<file path="src/rtl/uart_fmt_pkg.sv">
// -----------------------------------------------------------------------------
// uart_fmt_pkg
//   Shared definitions for the value formatter:
//   - fmt_state_e : one-hot FSM encoding (7 states)
//   - ASCII constants used while packing the output string
//   - calc_ndig() : decimal digits needed for an unsigned DATA_W-bit value
// -----------------------------------------------------------------------------
package uart_fmt_pkg;

  typedef enum logic [6:0] {
    ST_IDLE  = 7'b000_0001,
    ST_LATCH = 7'b000_0010,
    ST_CONV  = 7'b000_0100,
    ST_PACK  = 7'b000_1000,
    ST_REQ   = 7'b001_0000,
    ST_WAIT  = 7'b010_0000,
    ST_DONE  = 7'b100_0000
  } fmt_state_e;

  localparam logic [7:0] ASCII_EQ    = 8'h3D;
  localparam logic [7:0] ASCII_MINUS = 8'h2D;
  localparam logic [7:0] ASCII_ZERO  = 8'h30;

  // ceil(data_w * log10(2)) using a fixed-point log10(2) = 0.30103.
  function automatic int calc_ndig(input int data_w);
    return (data_w * 30103 + 99999) / 100000;
  endfunction

endpackage

</file>
<file path="src/rtl/bin2bcd_seq.sv">
// -----------------------------------------------------------------------------
// bin2bcd_seq
//   Sequential double-dabble binary-to-BCD converter. A start pulse loads
//   bin; the conversion then takes exactly DATA_W cycles (one shift each).
//   Ports:
//     sys_clk, sys_rst : clock, synchronous active-high reset
//     start            : load bin and begin conversion
//     bin              : unsigned binary input, sampled with start
//     busy             : conversion in progress
//     done             : high in the final conversion cycle, so a consumer
//                        advancing on done sees a valid bcd the cycle after
//     bcd              : NDIG packed BCD digits, digit 0 in bcd[3:0]
// -----------------------------------------------------------------------------
module bin2bcd_seq
  import uart_fmt_pkg::*;
#(
  parameter int DATA_W = 32,
  parameter int NDIG   = calc_ndig(DATA_W)
) (
  input  logic                sys_clk,
  input  logic                sys_rst,
  input  logic                start,
  input  logic [DATA_W-1:0]   bin,
  output logic                busy,
  output logic                done,
  output logic [4*NDIG-1:0]   bcd
);

  localparam int CNT_W = $clog2(DATA_W + 1);
  localparam logic [CNT_W-1:0] LAST = CNT_W'(DATA_W - 1);

  logic [DATA_W-1:0] bin_q;
  logic [4*NDIG-1:0] bcd_q;
  logic [4*NDIG-1:0] adj;
  logic [CNT_W-1:0]  cnt_q;
  logic              busy_q;

  // "Add 3 to every nibble >= 5" before each shift.
  always_comb begin
    adj = bcd_q;
    for (int i = 0; i < NDIG; i++) begin
      if (bcd_q[4*i +: 4] >= 4'd5) adj[4*i +: 4] = bcd_q[4*i +: 4] + 4'd3;
    end
  end

  // NOTE: sequential state uses non-blocking assignments so every register
  // updates from the pre-edge values, independent of statement order.
  always_ff @(posedge sys_clk) begin
    if (sys_rst) begin
      bin_q  <= '0;
      bcd_q  <= '0;
      cnt_q  <= '0;
      busy_q <= 1'b0;
    end else if (start) begin
      bin_q  <= bin;
      bcd_q  <= '0;
      cnt_q  <= '0;
      busy_q <= 1'b1;
    end else if (busy_q) begin
      bcd_q <= {adj[4*NDIG-2:0], bin_q[DATA_W-1]};
      bin_q <= bin_q << 1;
      cnt_q <= cnt_q + 1'b1;
      if (cnt_q == LAST) busy_q <= 1'b0;
    end
  end

  assign busy = busy_q;
  assign done = busy_q && (cnt_q == LAST);
  assign bcd  = bcd_q;

endmodule

</file>
<file path="src/rtl/uart_value_formatter.sv">
// -----------------------------------------------------------------------------
// uart_value_formatter
//   Formats "TAG=<decimal>" from a binary value and an ASCII tag, hands the
//   string to the downstream UART string transmitter with one tx_req, waits
//   for tx_done (optionally with a timeout) and pulses fmt_done.
//   Ports:
//     sys_clk, sys_rst     : clock, synchronous active-high reset
//     val, val_signed      : value and its signedness (two's complement if 1)
//     tag                  : ASCII tag, byte 0 = tag[7:0] sent first, 0 bytes skipped
//     fmt_req              : start request, accepted only in IDLE
//     fmt_busy             : high in every state except IDLE
//     fmt_done, fmt_err    : completion pulse, err = tx_done timeout
//     tx_string, tx_length : packed string (char k at [8k+7:8k]) and length
//     tx_req               : one-cycle request to the string transmitter
//     tx_busy, tx_done     : transmitter busy level and finished pulse
// -----------------------------------------------------------------------------
module uart_value_formatter
  import uart_fmt_pkg::*;
#(
  parameter int DATA_W     = 32,
  parameter int TAG_BYTES  = 4,
  parameter int TX_TIMEOUT = 0
) (
  input  logic                   sys_clk,
  input  logic                   sys_rst,
  input  logic [DATA_W-1:0]      val,
  input  logic                   val_signed,
  input  logic [8*TAG_BYTES-1:0] tag,
  input  logic                   fmt_req,
  output logic                   fmt_busy,
  output logic                   fmt_done,
  output logic                   fmt_err,
  output logic [1023:0]          tx_string,
  output logic [7:0]             tx_length,
  output logic                   tx_req,
  input  logic                   tx_busy,
  input  logic                   tx_done
);

  localparam int NDIG   = calc_ndig(DATA_W);
  localparam int N_SLOT = TAG_BYTES + 2 + NDIG;
  localparam int SLOT_W = $clog2(N_SLOT + 1);
  localparam logic [SLOT_W-1:0] LAST_SLOT = SLOT_W'(N_SLOT - 1);

  fmt_state_e state_q, state_d;

  logic [8*TAG_BYTES-1:0] tag_q;
  logic                   sign_q;
  logic [SLOT_W-1:0]      slot_q;
  logic [6:0]             wr_idx_q;
  logic [6:0]             wr_next;
  logic                   seen_nz_q;
  logic [1023:0]          tx_string_q;
  logic [7:0]             tx_length_q;
  logic [31:0]            wait_cnt_q;
  logic                   err_q;

  // Magnitude in DATA_W unsigned bits: -2^(DATA_W-1) maps to 2^(DATA_W-1).
  logic              sign_now;
  logic [DATA_W-1:0] mag;
  assign sign_now = val_signed & val[DATA_W-1];
  assign mag      = sign_now ? -val : val;

  logic              conv_busy;
  logic              conv_done;
  logic [4*NDIG-1:0] bcd;

  bin2bcd_seq #(
    .DATA_W (DATA_W),
    .NDIG   (NDIG)
  ) u_bin2bcd (
    .sys_clk (sys_clk),
    .sys_rst (sys_rst),
    .start   (state_q == ST_LATCH),
    .bin     (mag),
    .busy    (conv_busy),
    .done    (conv_done),
    .bcd     (bcd)
  );

  // fmt_done lands TX_TIMEOUT cycles after the tx_req cycle: the request
  // cycle plus TX_TIMEOUT-1 WAIT cycles, counted from 0 on WAIT entry.
  logic timed_out;
  assign timed_out = (TX_TIMEOUT != 0) && ((wait_cnt_q + 32'd2) >= 32'(TX_TIMEOUT));

  // Next-state logic.
  // NOTE: every always_comb output gets a default first; a path that leaves
  // one unassigned would infer a latch.
  always_comb begin
    state_d = state_q;
    unique case (state_q)
      ST_IDLE:  if (fmt_req)   state_d = ST_LATCH;
      ST_LATCH:                state_d = ST_CONV;
      ST_CONV:  if (conv_done) state_d = ST_PACK;
      ST_PACK:  if (slot_q == LAST_SLOT) state_d = ST_REQ;
      ST_REQ:   if (!tx_busy)  state_d = ST_WAIT;
      ST_WAIT:  if (tx_done || timed_out) state_d = ST_DONE;
      ST_DONE:                 state_d = ST_IDLE;
      default:                 state_d = ST_IDLE;
    endcase
  end

  // Character selected by the current PACK slot.
  logic [7:0] ch;
  logic       emit;
  logic       is_digit;
  logic [3:0] nib;
  int         slot_i;
  int         dig_i;

  always_comb begin
    ch       = 8'h00;
    emit     = 1'b0;
    is_digit = 1'b0;
    nib      = 4'h0;
    slot_i   = int'(slot_q);
    dig_i    = 0;
    if (slot_i < TAG_BYTES) begin
      ch   = tag_q[8*slot_i +: 8];
      emit = (ch != 8'h00);
    end else if (slot_i == TAG_BYTES) begin
      ch   = ASCII_EQ;
      emit = 1'b1;
    end else if (slot_i == TAG_BYTES + 1) begin
      ch   = ASCII_MINUS;
      emit = sign_q;
    end else begin
      // Most significant digit first; the final digit always goes out so a
      // zero value still prints "0".
      dig_i    = slot_i - TAG_BYTES - 2;
      nib      = bcd[4*(NDIG-1-dig_i) +: 4];
      ch       = ASCII_ZERO + {4'h0, nib};
      is_digit = 1'b1;
      emit     = (nib != 4'h0) || seen_nz_q || (dig_i == NDIG - 1);
    end
  end

  assign wr_next = wr_idx_q + {6'd0, emit};

  always_ff @(posedge sys_clk) begin
    if (sys_rst) begin
      state_q <= ST_IDLE;
    end else begin
      state_q <= state_d;
    end
  end

  // NOTE: the 1024-bit string register is reset as well because its
  // value is visible on tx_string and must read 0 out of reset.
  always_ff @(posedge sys_clk) begin
    if (sys_rst) begin
      tag_q       <= '0;
      sign_q      <= 1'b0;
      slot_q      <= '0;
      wr_idx_q    <= '0;
      seen_nz_q   <= 1'b0;
      tx_string_q <= '0;
      tx_length_q <= '0;
      wait_cnt_q  <= '0;
      err_q       <= 1'b0;
    end else begin
      unique case (state_q)
        ST_LATCH: begin
          tag_q       <= tag;
          sign_q      <= sign_now;
          slot_q      <= '0;
          wr_idx_q    <= '0;
          seen_nz_q   <= 1'b0;
          tx_string_q <= '0;
          tx_length_q <= '0;
          err_q       <= 1'b0;
        end
        ST_PACK: begin
          slot_q <= slot_q + 1'b1;
          if (emit) begin
            tx_string_q[8*int'(wr_idx_q) +: 8] <= ch;
            wr_idx_q <= wr_next;
          end
          if (emit && is_digit) seen_nz_q <= 1'b1;
          if (slot_q == LAST_SLOT) tx_length_q <= {1'b0, wr_next};
        end
        ST_REQ: begin
          if (!tx_busy) wait_cnt_q <= '0;
        end
        ST_WAIT: begin
          wait_cnt_q <= wait_cnt_q + 32'd1;
          if (state_d == ST_DONE) err_q <= ~tx_done;
        end
        default: ;
      endcase
    end
  end

  assign fmt_busy  = (state_q != ST_IDLE);
  assign fmt_done  = (state_q == ST_DONE);
  assign fmt_err   = (state_q == ST_DONE) & err_q;
  assign tx_req    = (state_q == ST_REQ) & ~tx_busy;
  assign tx_string = tx_string_q;
  assign tx_length = tx_length_q;

endmodule

</file>
<file path="config.mk">
export PLATFORM = sky130hd
export DESIGN_NAME = uart_value_formatter
export DESIGN_NICKNAME = d
export VERILOG_FILES = /design/src/rtl/uart_fmt_pkg.sv /design/src/rtl/bin2bcd_seq.sv /design/src/rtl/uart_value_formatter.sv
export SDC_FILE = /design/constraint.sdc
export NUM_CORES = 2
export LEC_CHECK = 0
export BUFFER_PORTS_ARGS = -buffer_cell sky130_fd_sc_hd__buf_2
export CORE_AREA = 5 5 427 429
export CTS_CLUSTER_SIZE = 14
export DETAILED_ROUTE_END_ITERATION = 8
export DIE_AREA = 0 0 432 434
export GPL_TIMING_DRIVEN = 0
export PLACE_DENSITY = 0.55
export SETUP_SLACK_MARGIN = 0.4
export SLEW_MARGIN = 5
export SYNTH_ARGS = -nofsm -noshare
export SYNTH_HDL_FRONTEND = slang
export SYNTH_SLANG_ARGS = --single-unit
</file>
<file path="constraint.sdc">
create_clock -name sys_clk -period 11.4 [get_ports sys_clk]
set_input_delay 0.57 -clock sys_clk [delete_from_list [all_inputs] [get_ports sys_clk]]
set_output_delay 0.57 -clock sys_clk [all_outputs]
set_load 0.02 [all_outputs]
</file>
==> results.txt <==
Status: finished, final reports clean
Drt total wl: 280 mm
Syn Nets: 4296
Final Max Slew Viols: 0
H-tree depth: 4
Setup TNS: 0 ps
Crit end category: register
Area share of the largest cell type after synthesis: 52.9%
Clk_skew: 39.4 ps
DR iter-0 viols: 3775
Layout cells sized above 1: 28.1%
CTS tree: done
Worst-Skew Late Latency: 820 ps
Drc violations: 0
Top cells by count, synth: 1164 x dfxtp_1, 391 x o2bb2ai_1, 362 x nand2_1
Placed cells: 7662
Port bufs: 1103
Syn-to-layout area delta: 30.7%
CP Class: reg -> reg
Std-Cell Rows: 155
Final worst-path cycle share: 48.0%
Worst-path clk slew: 60 ps
Largest net degree at the start of global routing: 17
Final non-filler cell total: 7947
Worst Path Arrival: 6200 ps
GRT Total Usage: 28.4%
Worst rel slew slack: 2.08%
Area after DPL: 52800 um^2
Filler cells: 18500
Total CTS buffers: 133
Seq/Total Area, Yosys: 52.9%
Post-synth EDFFs: 0
RSZ-0062 raised after global routing: no
Syn. warnings: 0
Layout Nets: 5586
Mean Syn Cell Area: 10.5 um^2
Number of global-route vias before repair: 40400
Post-DRT Antenna Nets: 0
Mapped cell area: 44100 um^2
Die Y: 434 um
Grt ovf: 0
Final Cell Area: 57600 um^2
Worst VDD drop: 0.118 mV
Main synth FF type: dfxtp_1
Power density over the cells: 153 nW/um^2
Ports: 1106
Vias per inst: 5.36
Post-DR wirelength/cell: 35.3 um
WP data required: 12130 ps
Gate Count Post-Synth: 4188
Fmax: 0.183 GHz
Total chip power: 8.80 mW
Count leader, synth: dfxtp_1
Via count: 42600
Max Buffers Root-to-Sink: 3
Post-synth top area cell: dfxtp_1
Die area: 187000 um^2
Initial Utilization: 24.8%
First-pass GRT wire length: 366 mm
Root Buffer: clkbuf_16
Crit path launch type: register
CORE AREA: 178000 um^2
Max Cap Viol: 0
Crit path max fanout: 10
Setup violations, final: 0
Gpl congestion: 0.948
CTS sink count: 1164
Library cells used by synthesis: 77
Tightest Pin Transition: 1460 ps
Ys async rst share: 0%
#FFs+latches synth: 1164
Leakage Power: 22.7 nW
Post_cts resized: 0
Largest cells by area after synthesis: dfxtp_1 53%, o2bb2ai_1 7.8%, a22o_1 7.0%, a32o_1 4.4%, a21oi_4 3.7%
# Post-CTS Setup Buffers: 0
Initial antenna violation count: 18
Total iterations of the first detailed-routing run: 8
Min Tclk post-route: 5470 ps
Post-DP HPWL: 223 mm
Hold Violations, Final: 0
Die X: 432 um
Hold Crit Class: in -> reg
[stage by stage]
stage | hold slack (ps) | util [%] | setup slack [ps]
global placement | 430 | 29.5 | 4690
CTS | 2.60 | 32.4 | 5850
finish | 87.0 | 32.4 | 5930
floorplan | 418 | - | 7650
global route | 59.7 | 32.4 | 5700
detailed placement | 438 | 29.7 | 5880
[timing repair]
action / 4_1_cts / 5_1_grt
hold endpoints to repair: 37 / 0
hold buffers: 36 / 0
setup endpoints to repair: 0 / 0
[layout by cell type (no fill, tap or decap), types with 37 or more instances in the layout]
| cell type | n |
|---|---|
| a21oi_1 | 126 |
| a21oi_4 | 99 |
| a22o_1 | 352 |
| a32o_1 | 192 |
| buf_2 | 1125 |
| clkbuf_1 | 205 |
| clkbuf_16 | 135 |
| dfxtp_1 | 1164 |
| ha_1 | 38 |
| inv_1 | 117 |
| mux2i_1 | 54 |
| nand2_1 | 362 |
| nand3_1 | 85 |
| nor2_1 | 341 |
| o21ai_0 | 151 |
| o2bb2ai_1 | 391 |
| o32ai_1 | 81 |
| xnor2_1 | 37 |
[flip-flops by register name, indices dropped and copies added, names as in the netlist]
name,flops
u_bin2bcd.bin_q,32
wr_idx_q,7
tx_length,7
u_bin2bcd.cnt_q,6
sign_q,1
tag_q,32
u_bin2bcd.bcd,40
err_q,1
tx_string,1024
state_q,7
u_bin2bcd.busy,1
seen_nz_q,1
slot_q,5
[routing by layer]
| metal | vias to the layer above | GRT usage, % | wire [um] |
|---|---|---|---|
| met5 | - | 0 | 33 |
| li1 | 18400 | - | - |
| met3 | 535 | 6.97 | 21500 |
| met1 | 21400 | 33.6 | 109000 |
| met4 | 4 | 13.9 | 16300 |
| met2 | 2238 | 48.3 | 133000 |
[cell type report]
cell class	count	area, um^2	share of cell area [%]
Timing Repair Buffer	1155	6090	10.6
Tap cell	2355	2950	5.12
Clock buffer	189	3770	6.55
Antenna cell	13	32.5	0.0565
Multi-Input combinational cell	2639	19200	33.3
Inverter	118	443	0.769
Sequential cell	1164	23300	40.5
Clock inverter	47	582	1.01
Buffer	267	1250	2.18
[critical path, stage by stage, from the launching register on]
cell	delay [ps]
dfxtp_1	430
clkbuf_1	430
inv_1	150
ha_1	220
clkbuf_1	170
xor2_1	580
nand3_1	940
nor2_1	930
clkbuf_2	770
nand4_1	470
o2bb2ai_1	270
[power breakdown]
group,switching [mW],internal [mW]
Sequential,0.00514,4.08
Clock,1.87,2.52
Combinational,0.249,0.0815
[cells by family (layout without fill, tap and decap cells)]
family / after synthesis / in the layout / synth area share [%]
adders and majority gates: 38 / 38 / 1.08
buffers and inverters: 385 / 1776 / 3.80
other: 1 / 14 / 0.00851
AOI/OAI and AO/OA: 1491 / 1491 / 29.3
and+or+nand+nor: 966 / 966 / 9.63
DFF: 1164 / 1164 / 52.9
muxes: 73 / 73 / 1.92
xor gates and xnor gates: 70 / 70 / 1.43
[worst paths after layout]
| check | startpoint | end | slack [ps] | cells after the start |
|---|---|---|---|---|
| setup / recovery | wr_idx_q[0] | tx_string[301] | 5930 | 10 |
| hold / removal | val[30] | u_bin2bcd.bin_q[30] | 90 | 3 |
| setup reg to reg | wr_idx_q[0] | tx_string[301] | 5930 | 10 |
| hold reg to reg | err_q | err_q | 440 | 2 |
No activity file was read; power rests on OpenSTA's default activity.
